<file path="config.mk">
export PLATFORM = sky130hd
export DESIGN_NAME = tc_misr16
export DESIGN_NICKNAME = d
export VERILOG_FILES = /design/src/rtl/tc_alu_misr_checker_misr.sv
export SDC_FILE = /design/constraint.sdc
export NUM_CORES = 1
export LEC_CHECK = 0
export ABC_CLOCK_PERIOD_IN_PS = 2200
export CELL_PAD_IN_SITES_DETAIL_PLACEMENT = 2
export CELL_PAD_IN_SITES_GLOBAL_PLACEMENT = 2
export CORE_ASPECT_RATIO = 0.7
export CORE_MARGIN = 5
export CORE_UTILIZATION = 29
export DETAILED_ROUTE_END_ITERATION = 12
export PLACE_DENSITY = 0.89
export SLEW_MARGIN = 20
export SYNTH_ARGS = -nofsm -noshare
export SYNTH_HDL_FRONTEND = slang
export SYNTH_SLANG_ARGS = --single-unit
</file>
<file path="constraint.sdc">
create_clock -name clk -period 2.2 [get_ports clk]
set_input_delay 0.33 -clock clk [delete_from_list [all_inputs] [get_ports clk]]
set_output_delay 0.33 -clock clk [all_outputs]
set_load 0.005 [all_outputs]
</file>
<file path="src/rtl/tc_alu_misr_checker_misr.sv">
// Signature register: seed load, MISR compaction of y, or serial scan shift (priority in that order).
module tc_misr16 #(
  parameter int               WIDTH = 16,
  parameter logic [WIDTH-1:0] POLY  = 16'h1021,
  parameter logic [WIDTH-1:0] SEED  = '0
) (
  input  logic             clk,
  input  logic             rst_n,
  input  logic             load,
  input  logic             compact,
  input  logic             shift,
  input  logic [WIDTH-1:0] y,
  input  logic             si,
  output logic [WIDTH-1:0] sig,
  output logic             so
);

  logic [WIDTH-1:0] feedback;

  assign feedback = sig[WIDTH-1] ? POLY : '0;

  always_ff @(posedge clk or negedge rst_n) begin
    if (!rst_n) begin
      sig <= SEED;
    end else if (load) begin
      sig <= SEED;
    end else if (compact) begin
      sig <= {sig[WIDTH-2:0], 1'b0} ^ feedback ^ y;
    end else if (shift) begin
      sig <= {sig[WIDTH-2:0], si};
    end
  end

  // Taken straight from the flop so the scan output never glitches.
  assign so = sig[WIDTH-1];

endmodule

</file>
==> run metrics, run 1 <==
ANT nets after route 0; initial core utilization 30.52%; CP arrival 1.29 ns; CTS Buffer Depth 2; Internal Power 0.6249 mW; DR iter-0 viols 21; setup TNS 0 ns; ys async rst share 100.0%; crit end category output pin; final period utilization 73.76%; Cells after Synth 95; Largest regs sig (16); Hold Vio Cnt, Final 0; register area share after synthesis 36.87%; start point of the critical path sig[15]; num rows 18; Worst Setup Start Kind flop; post-synthesis area per instance 11.43 µm²; Yosys reg bits 16; status complete, no violations; worst rel slew slack 48.58%; Ant. Diodes 0; Fin Hold WS 0.5211 ns; Peak VDD IR 279.9 µV; CP Class reg -> out; Psw 0.2524 mW; Die ar. 5088 µm²; clk slew on worst S/H paths 0.07 ns; Max stage delay on crit path 0.56 ns; vias 899; Sequential Power Share 40.2%; Most used DFF post-synth dfrtp_1; largest net degree at the start of global routing 21; PnR worst setup slack 0.5772 ns; total wire length 3400 µm; CTS root buf clkbuf_8; worst slack, placed 0.3552 ns; critical path peak fanout 6; Post-Syn Area 1086 µm²; Mapped Nets 117; worst-margin pin slew 0.7689 ns; P_leak 0.5689 nW; placed instance count 180; wire per inst 18.48 µm; I/O pin total 39; DRC 0; register name with the most flops sig; clock share of power 31.1%; Logic pwr share 28.6%; synth warn 0; H-tree levels 1; Chip Height 61.20 µm; total track usage 13.98%; Pre-antenna DRT Iters 4; initial antenna violation count 0; cts repair resizes 0; CTS Buf Count 3; overall die width 83.15 µm; Largest register FFs 16; Setup Buffers After CTS 0; number of synthesized flops with an enable pin 0; HPWL Detailed 2604 µm; CP max stage cell clkdlybuf4s50_1; area of the core 3558 µm²; first-pass GRT wire length 5582 µm; endpoints failing setup 0; worst-path cell chain clkdlybuf4s50_1; Worst path top cell family by delay buffers and inverters; worst skew pair latency 0.26 ns; switching share of power 28.77%; Sink Count 16; max-slew violation count 0; area share of the largest cell type after synthesis 36.87%; layout cells sized above 1 25.37%; Finished Layout Cells 184; Synth cell types 24; vias in the first global route 1043; Layout Nets 157; CP required 1.87 ns; Max Clk Rate 616.2 MHz; synth top area cells dfrtp_1 (37%), a211oi_2 (23%), xnor2_1 (10%); Final Skew 0.003540 ns; hold_buf cts 0; TritonCTS clock tree yes; HP Class in -> async; post-route total power 0.8773 mW; MaxCap Viol Count 0; Tmin final 1.623 ns; port bufs 38; via/cell ratio 4.886; RSZ-0062 raised after global routing no; grt ovf 0; PD cells 560.0 nW/µm²; P&R area growth vs syn 44.24%; worst path bufs/invs 1; launch point of the worst reg-to-reg path sig[8]; GP Congestion 0.7072; Yosys top cell by area dfrtp_1
## worst paths after layout
check | endpoint | slack [ns] | cells after the start
setup / recovery | sig[15] | 0.58 | 1
hold / removal | sig[1] | 0.52 | 1
setup reg to reg | sig[8] | 1.03 | 3
hold reg to reg | sig[15] | 0.64 | 2
max in group asynchronous | sig[14] | 1.19 | 1
min in group clk | sig[15] | 0.64 | 2
## cells in the final DEF, fill, tap and decap left out, types with 4 or more instances in the layout
cell | netlist | routed
clkdlybuf4s50_1 | 0 | 38
clkbuf_8 | 0 | 4
xnor2_1 | 13 | 13
and2b_2 | 5 | 5
buf_4 | 2 | 4
a211oi_1 | 4 | 4
nor2b_1 | 10 | 10
dfrtp_1 | 16 | 16
a211oi_2 | 20 | 20
## synthesized netlist by cell type, types with 2 or more instances
library cell / number
a211oi_1: 4
a211oi_2: 20
a21oi_1: 2
a32oi_1: 2
and2b_2: 5
buf_2: 2
buf_4: 2
dfrtp_1: 16
inv_1: 2
mux2_1: 2
nand2_1: 2
nor2b_1: 10
o21ai_0: 2
o22ai_1: 2
xnor2_1: 13
## stage by stage
stage               cell area [µm²]  utilization, %
global placement               1511           42.48
CTS                            1567           44.02
detailed placement             1511           42.48
finish                         1567           44.02
global route                   1567           44.02
floorplan                      1086               -
## per-layer routing
layer | up-vias | track usage (%) | routed length [µm]
li1 | 424 | - | -
met1 | 436 | 17.18 | 1546
met2 | 32 | 24.20 | 1625
met3 | 7 | 4.813 | 184
met4 | 0 | 3.497 | 44
met5 | - | 0 | 0
## power by group through the flow
stage,sequential [mW],clock (mW),combinational (mW)
2_1_floorplan,0.352,0,0.127
3_3_place_gp,0.356,0,0.240
3_5_place_dp,0.359,0,0.253
4_1_cts,0.354,0.281,0.256
5_1_grt,0.358,0.295,0.271
6_report,0.353,0.273,0.251
## layout make-up
| class | instances | area [µm²] |
|---|---|---|
| Clock buffer | 4 | 55.05 |
| Fill cell | 384 | 1992 |
| Inverter | 2 | 7.507 |
| Multi-Input combinational cell | 69 | 610.6 |
| Sequential cell | 16 | 400.4 |
| Tap cell | 50 | 62.56 |
| Timing Repair Buffer | 43 | 430.4 |
## logic make-up after synthesis
| family | after synthesis | share of synthesized area [%] |
|---|---|---|
| compound gates | 34 | 31.45 |
| xor+xnor | 13 | 10.48 |
| flops | 16 | 36.87 |
| mux | 2 | 2.074 |
| simple gates | 20 | 12.21 |
| buf+inv | 10 | 6.912 |
Note: power is estimated with default switching activity, not from simulation.
==> run 2: changes to the inputs <==
--- a/config.mk
+++ b/config.mk
@@ -5,14 +5,14 @@
 export SDC_FILE = /design/constraint.sdc
 export NUM_CORES = 1
 export LEC_CHECK = 0
-export ABC_CLOCK_PERIOD_IN_PS = 2200
+export ABC_CLOCK_PERIOD_IN_PS = 1700
 export CELL_PAD_IN_SITES_DETAIL_PLACEMENT = 2
 export CELL_PAD_IN_SITES_GLOBAL_PLACEMENT = 2
 export CORE_ASPECT_RATIO = 0.7
 export CORE_MARGIN = 5
-export CORE_UTILIZATION = 29
+export CORE_UTILIZATION = 27
 export DETAILED_ROUTE_END_ITERATION = 12
-export PLACE_DENSITY = 0.89
+export PLACE_DENSITY = 0.84
 export SLEW_MARGIN = 20
 export SYNTH_ARGS = -nofsm -noshare
 export SYNTH_HDL_FRONTEND = slang
==> constraint.sdc (replaced) <==
create_clock -name clk -period 1.7 [get_ports clk]
set_input_delay 0.255 -clock clk [delete_from_list [all_inputs] [get_ports clk]]
set_output_delay 0.255 -clock clk [all_outputs]
set_load 0.005 [all_outputs]
==> run 2 against run 1 <==
Effect of this change:
- register-to-register slack worse by 0.46 ns
- first-iteration DRC count is 62% lower
- highest routed layer unchanged
- largest power group unchanged
- clock power is 8.1% higher
- count of clock-buffer cells in the layout is 1 lower
- clock skew is 0.0073 ns higher
==> run metrics, run 2 (synthesized netlist as in run 1, its figures left out) <==
wire per inst 18.03 µm; RR Endpoint sig[12]; layout cells sized above 1 26.47%; worst skew pair latency 0.26 ns; Max stage delay on crit path 0.57 ns; I/O pin total 39; worst path bufs/invs 1; commonest cells after routing, fill and taps aside clkdlybuf4s50_1 (38), a211oi_2 (20), dfrtp_1 (16), xnor2_1 (13), nor2b_1 (10); Pre-antenna DRT Iters 4; placed instance count 185; max-slew violation count 0; Hold Vio Cnt, Final 0; Fillers 418; Chip Height 63.07 µm; Largest register FFs 16; initial antenna violation count 0; Util after Layout 40.47%; DR iter-0 viols 8; launch point of the worst reg-to-reg path sig[11]; via/cell ratio 4.771; DRC 0; Die ar. 5411 µm²; PD cells 685.3 nW/µm²; PnR worst setup slack 0.1538 ns; worst-case reg-to-reg path depth 3; TritonCTS clock tree yes; GP Congestion 0.7302; port bufs 38; metal2 WL 1750 µm; DP Area 1536 µm²; initial core utilization 27.86%; CP required 1.44 ns; Setup Buffers After CTS 0; area of the core 3899 µm²; Worst Setup Start Kind flop; ANT nets after route 0; hold_buf cts 0; cts repair resizes 0; final instance area 1578 µm²; worst-path cell chain clkdlybuf4s50_1; total track usage 13.15%; MaxCap Viol Count 0; crit end category output pin; first-pass GRT wire length 5499 µm; RSZ-0062 raised after global routing no; Peak VDD IR 245.8 µV; CP arrival 1.29 ns; Final Skew 0.01080 ns; commonest non-fill, non-tap cell in the layout clkdlybuf4s50_1; setup TNS 0 ns; clk slew on worst S/H paths 0.07 ns; Worst path depth 1; Post-Route M1 WL 1423 µm; overall die width 85.81 µm; Max Clk Rate 646.8 MHz; Tmin final 1.546 ns; Ant. Diodes 0; worst rel slew slack 82.71%; switching share of power 29.24%; vias in the first global route 1013; Worst path top cell family by delay buffers and inverters; Finished Layout Cells 188; Logic pwr share 30.4%; HP Class in -> async; worst slack, placed 0.03572 ns; clock share of power 27.3%; CP Class reg -> out; Psw 0.3162 mW; CTS Buffer Depth 2; register name with the most flops sig; endpoints failing setup 0; vias 897; uppermost routed layer met4; final period utilization 90.95%; num rows 19; Worst R2R Setup Slack 0.57 ns; HPWL Detailed 2634 µm; Layout Nets 160; grt ovf 0; CP max stage cell clkdlybuf4s50_1; Sink Count 16; post-route total power 1.081 mW; CTS Buf Count 3; largest net degree at the start of global routing 18; status complete, no violations; P&R area growth vs syn 45.28%; Internal Power 0.7650 mW; Sequential Power Share 42.3%; routed length on met3 160 µm; critical path peak fanout 6; worst-margin pin slew 0.2584 ns; Largest regs sig (16); CTS root buf clkbuf_8; Fin Hold WS 0.3195 ns; total wire length 3390 µm; P_leak 0.5761 nW; H-tree levels 1
## run 2: cell type report
type	instances	area [µm²]	share of cell area, %
clock buffers	3	41.29	2.617
inverters	2	7.507	0.4758
multi-input cells	69	610.6	38.70
flip-flops and latches	16	400.4	25.38
well taps	52	65.06	4.124
repair buffers	46	452.9	28.71
## run 2: worst max path at each step
stage	from	to	slack (ns)
2_1_floorplan	sig[5]	sig[5]	0.68
3_3_place_gp	shift	sig[5]	0.10
3_5_place_dp	shift	sig[5]	0.04
4_1_cts	sig[15]	so	0.13
5_1_grt	sig[15]	so	0.09
6_report	sig[15]	so	0.15
## run 2: power groups by stage
stage | clock, mW | combinational [mW] | sequential, mW
2_1_floorplan | 0 | 0.164 | 0.456
3_3_place_gp | 0 | 0.318 | 0.462
3_5_place_dp | 0 | 0.332 | 0.466
4_1_cts | 0.304 | 0.335 | 0.459
5_1_grt | 0.319 | 0.353 | 0.464
6_report | 0.295 | 0.329 | 0.458
## run 2: per-layer routing
layer / vias to the layer above / track usage (%)
met3: 4 / 3.385
met2: 19 / 22.48
met1: 449 / 15.63
met4: 0 / 5.336
met5: - / 0
li1: 425 / -
